<file path="src/rtl/if_fetch_ctrl.sv">
// Instruction-fetch controller: owns the PC, drives the instruction SRAM
// (active-low chip-enable + word address), waits a fixed number of cycles
// per read, and hands {pc, instruction} to decode over a valid/ready pair.
//
// state | meaning
// ------+--------------------------------------------------------------
// IDLE  | ce high for one cycle; next edge launches a read of pc
// FETCH | ce low, address stable; counting wait cycles until sample
// HOLD  | ce high, instruction presented to decode until accepted
module if_fetch_ctrl #(
  parameter logic [31:0] RESET_PC    = 32'h0000_0000,
  parameter int unsigned WAIT_CYCLES = 2
) (
  input  logic        clk,
  input  logic        rst,
  output logic        inst_ce,
  output logic [31:0] inst_addr,
  input  logic [31:0] inst_data,
  output logic        if_valid,
  input  logic        id_ready,
  output logic [31:0] if_pc,
  output logic [31:0] if_inst,
  input  logic        branch_taken,
  input  logic [31:0] branch_target
);

  typedef enum logic [1:0] {
    IDLE  = 2'd0,
    FETCH = 2'd1,
    HOLD  = 2'd2
  } state_t;

  localparam logic [3:0] CNT_LAST = 4'(WAIT_CYCLES - 1);

  state_t      state, state_n;
  logic [31:0] pc, pc_n;
  logic [31:0] inst_addr_n;
  logic        inst_ce_n;
  logic        if_valid_n;
  logic [31:0] if_pc_n;
  logic [31:0] if_inst_n;
  logic [3:0]  cnt, cnt_n;
  logic [31:0] target_aligned;

  assign target_aligned = branch_target & ~32'h3;

  // State and output registers; reset acts immediately, independent of clk.
  always_ff @(posedge clk or posedge rst) begin
    if (rst) begin
      state     <= IDLE;
      pc        <= RESET_PC;
      inst_ce   <= 1'b1;
      inst_addr <= RESET_PC;
      if_valid  <= 1'b0;
      if_pc     <= 32'h0;
      if_inst   <= 32'h0;
      cnt       <= 4'h0;
    end else begin
      state     <= state_n;
      pc        <= pc_n;
      inst_ce   <= inst_ce_n;
      inst_addr <= inst_addr_n;
      if_valid  <= if_valid_n;
      if_pc     <= if_pc_n;
      if_inst   <= if_inst_n;
      cnt       <= cnt_n;
    end
  end

  // Next-state and next-output logic; a redirect overrides normal progress.
  always_comb begin
    state_n     = state;
    pc_n        = pc;
    inst_ce_n   = inst_ce;
    inst_addr_n = inst_addr;
    if_valid_n  = if_valid;
    if_pc_n     = if_pc;
    if_inst_n   = if_inst;
    cnt_n       = cnt;

    if (branch_taken && state == IDLE) begin
      // IDLE already provided the ce-high gap, so launch the target directly
      // instead of stretching IDLE by another cycle.
      pc_n        = target_aligned;
      inst_addr_n = target_aligned;
      inst_ce_n   = 1'b0;
      cnt_n       = 4'h0;
      state_n     = FETCH;
    end else if (branch_taken) begin
      // Any held instruction is dropped (or was just accepted); any read in
      // flight is abandoned without capturing its data.
      pc_n       = target_aligned;
      if_valid_n = 1'b0;
      inst_ce_n  = 1'b1;
      cnt_n      = 4'h0;
      state_n    = IDLE;
    end else begin
      case (state)
        IDLE: begin
          inst_addr_n = pc;
          inst_ce_n   = 1'b0;
          cnt_n       = 4'h0;
          state_n     = FETCH;
        end
        FETCH: begin
          cnt_n = cnt + 4'h1;
          if (cnt == CNT_LAST) begin
            if_inst_n  = inst_data;
            if_pc_n    = inst_addr;
            if_valid_n = 1'b1;
            pc_n       = inst_addr + 32'h4;
            inst_ce_n  = 1'b1;
            state_n    = HOLD;
          end
        end
        HOLD: begin
          if (id_ready) begin
            if_valid_n  = 1'b0;
            inst_addr_n = pc;
            inst_ce_n   = 1'b0;
            cnt_n       = 4'h0;
            state_n     = FETCH;
          end
        end
        default: begin
          inst_ce_n  = 1'b1;
          if_valid_n = 1'b0;
          state_n    = IDLE;
        end
      endcase
    end
  end

endmodule

</file>
<file path="config.mk">
export PLATFORM = sky130hd
export DESIGN_NAME = if_fetch_ctrl
export DESIGN_NICKNAME = d
export VERILOG_FILES = /design/src/rtl/if_fetch_ctrl.sv
export SDC_FILE = /design/constraint.sdc
export NUM_CORES = 1
export LEC_CHECK = 0
export CAP_MARGIN = 20
export CORE_MARGIN = 3
export CORE_UTILIZATION = 25
export DETAILED_ROUTE_END_ITERATION = 10
export GPL_ROUTABILITY_DRIVEN = 0
export GPL_TIMING_DRIVEN = 0
export SLEW_MARGIN = 20
export SYNTH_ARGS = -nofsm -noshare
export SYNTH_HDL_FRONTEND = slang
export SYNTH_SLANG_ARGS = --single-unit
</file>
<file path="constraint.sdc">
create_clock -name clk -period 6.1 [get_ports clk]
set_input_delay 1.22 -clock clk [delete_from_list [all_inputs] [get_ports clk]]
set_output_delay 1.22 -clock clk [all_outputs]
set_load 0.05 [all_outputs]
</file>
==> metrics.txt <==
Nets=957; post-CTS sizing=0; Worst Setup SP=branch_taken; fillers=2534; initial antenna violation count=2; type of the worst setup path=in2reg; I/O Buffers=163; Unique masters post-synth=54; crit path DAT=3590 ps; WL final=21.5 mm; Pwr Total=0.00520 W; static leakage=3.96 nW; fin crit share=0.545; vias in the first global route=5665; most frequent cells in the layout=278 x nand2_1, 163 x clkdlybuf4s50_1, 135 x dfrtp_1; Vias/cell=4.63; CTS Buf Count=17; Clk pin slew, worst setup/hold paths=60 ps; CTS tree=done; I/O pins=166; Synth area leaders=dfrtp_1 53%, nand2_1 16%, mux2i_1 5.5%; Final min period=3330 ps; DIE AREA=27600 um^2; Hold Crit Class=reg2reg; initial core utilization=0.255; vias after detailed routing=5686; # rows=58; clock sinks=136; VDD IR max=0.228 mV; CP startpoint kind=primary input; fraction of final layout cells sized beyond drive strength 1=0.0734; area of the multi-input gates=2740 um^2; most common cell after layout, fill and taps aside=nand2_1; Non-Filler Instances=1229; worst hold start=if_inst[30]$_DFFE_PP0P_; Die X=166 um; Gate power share=0.490; DRT Pass-1 Iters=5; Die H=166 um; Reg area=3400 um^2; Worst setup EP type=flop; worst r2r src=inst_addr[2]$_DFFE_PP0P_; area grow syn2layout=42.0%; maximum level of the CTS H-tree=4; critical path's slowest cell=clkbuf_1; GRT Residual Overflow=0; Cells after DPL=1197; Pint=0.00276 W; outcome=finished, final reports clean; crit-path cells=clkdlybuf4s50_1, buf_1, buf_1, clkbuf_1, o221ai_1; fmax=0.301 GHz; post-synth net total=774; top cell type by total area after synthesis=dfrtp_1; clock network fraction of design power=0.209; starting DRC count in detailed routing=328; CP Data Required Time=6360 ps; RSZ-0062 raised after global routing=no; root buffer cell=clkbuf_16; Setup Fix Bufs, Post-CTS=0; Clock Skew=11.0 ps; Gate Count Post-Synth=703; antenna viol nets, final=0; Yosys reg bits=136; Slew Viols, Final=0; Post-CTS Hold Fix Bufs=0; PwrDens=570 nW/um^2; worst relative slew slack=0.513; GRT Util Overall=0.156; Seq/Total Area, Yosys=0.530; CP max stage delay=620 ps; placeable core area=25200 um^2; Antenna Cells=0; final hold vios=0; largest net degree at the start of global routing=85; cell area after synthesis=6420 um^2; WL/cell=17.5 um; Reg power frac=0.301; number of synthesized flops with an enable pin=0; top-area cell type share of the netlist area=0.526; sw frac=0.469; DRC violations left=0; Max Cap Viol=0; Syn Area/Cell=9.14 um^2; critical-path maximum fanout=10; synth warn=0; Post-synth top flop=dfrtp_1; first-pass GRT wire length=33.9 mm; slew of the pin with the lowest slew margin=731 ps; Most common cell on crit path=buf_1; Clock Latency Late Sink=420 ps; HPWL after DPL=15.4 mm; Final setup viols=0; sw power=0.00244 W; Clock Path Buffers=2; fraction of registers with async set/reset=1.00
-- final cells by class --
cell class / count / area share
clock inverters: 10 / 0.0156
well taps: 330 / 0.0453
inverters: 5 / 0.00288
repair buffers: 164 / 0.182
flip-flops and latches: 136 / 0.373
clock buffers: 22 / 0.0520
plain buffers: 48 / 0.0284
multi-input cells: 514 / 0.300
-- stage by stage --
| step | hold WS [ps] | setup WS [ps] | util | setup TNS (ps) | area (um^2) |
|---|---|---|---|---|---|
| 6_report | 470 | 2770 | 0.362 | 0 | 9120 |
| 5_1_grt | 494 | 2640 | 0.362 | 0 | 9120 |
| 4_1_cts | 478 | 2830 | 0.362 | 0 | 9120 |
| 3_5_place_dp | 462 | 2380 | 0.338 | 0 | 8500 |
| 3_3_place_gp | 458 | -1070 | 0.336 | -142790 | 8470 |
| 2_1_floorplan | 466 | 1240 | - | 0 | 6420 |
-- path summary, 6_finish.rpt --
check | end | slack [ps] | cells after the start
worst max register to register | pc[30]$_DFFE_PP0P_ | 3820 | 6
min in group asynchronous | if_inst[22]$_DFFE_PP0P_ | 1240 | 2
worst max-delay path | pc[20]$_DFFE_PP0P_ | 2770 | 5
max in group asynchronous | if_pc[17]$_DFFE_PP0P_ | 4080 | 3
worst min register to register | if_inst[30]$_DFFE_PP0P_ | 470 | 2
worst min-delay path | if_inst[30]$_DFFE_PP0P_ | 470 | 2
-- critical path: cells and delay by family --
family	cells	cell delay (ps)
buf+inv	4	2150
compound gates	1	220
-- power groups by stage --
| stage | registers, W | clock network (W) | logic, W |
|---|---|---|---|
| final | 0.00156 | 0.00109 | 0.00255 |
| after global routing | 0.00162 | 0.00115 | 0.00272 |
| after CTS | 0.00157 | 0.00111 | 0.00258 |
| after detailed placement | 0.00158 | 0 | 0.00257 |
| after global placement | 0.00157 | 0 | 0.00254 |
| after floorplan | 0.00245 | 0 | 0.000738 |
-- layer usage --
metal / routed length (um) / track usage / vias up
met5: 23 / 0 / -
met4: 229 / 0.0423 / 4
met3: 1600 / 0.0526 / 20
met2: 9820 / 0.244 / 210
met1: 9790 / 0.207 / 2740
li1: - / - / 2712
-- registers in the layout, indices dropped and copies added (netlist names) --
register,cells
if_inst,32
if_pc,32
inst_addr,32
pc,32
cnt,4
state,2
if_valid,1
inst_ce,1
-- kinds of logic (layout without fill, tap and decap cells) --
group / count (synthesis) / after routing / share of synthesized area
adder cells (fa/ha/maj): 3 / 3 / 0.00585
AO/OA/AOI/OAI: 92 / 92 / 0.0881
flip-flops: 136 / 136 / 0.530
AND/OR/NAND/NOR: 357 / 357 / 0.241
buffers and inverters: 53 / 249 / 0.0433
multiplexers: 35 / 35 / 0.0545
XOR/XNOR: 27 / 27 / 0.0368
-- synth_stat cells, types with 2 or more instances --
library cell / n
a211oi_1: 2
a21oi_1: 14
a22o_1: 2
a22oi_1: 3
and3_1: 6
and4_1: 2
buf_1: 3
buf_2: 14
buf_6: 4
clkbuf_1: 23
clkbuf_8: 2
dfrtp_1: 135
ha_1: 3
inv_1: 5
mux2i_1: 35
nand2_1: 278
nand2b_1: 2
nand3_1: 7
nand3_2: 2
nand4_1: 12
nor2_1: 17
nor3_1: 6
nor3b_1: 6
nor4_1: 4
o21ai_0: 46
o221ai_1: 14
o31ai_1: 2
or3_1: 3
xnor2_1: 18
xor2_1: 9
(Power assumes the default switching activity.)
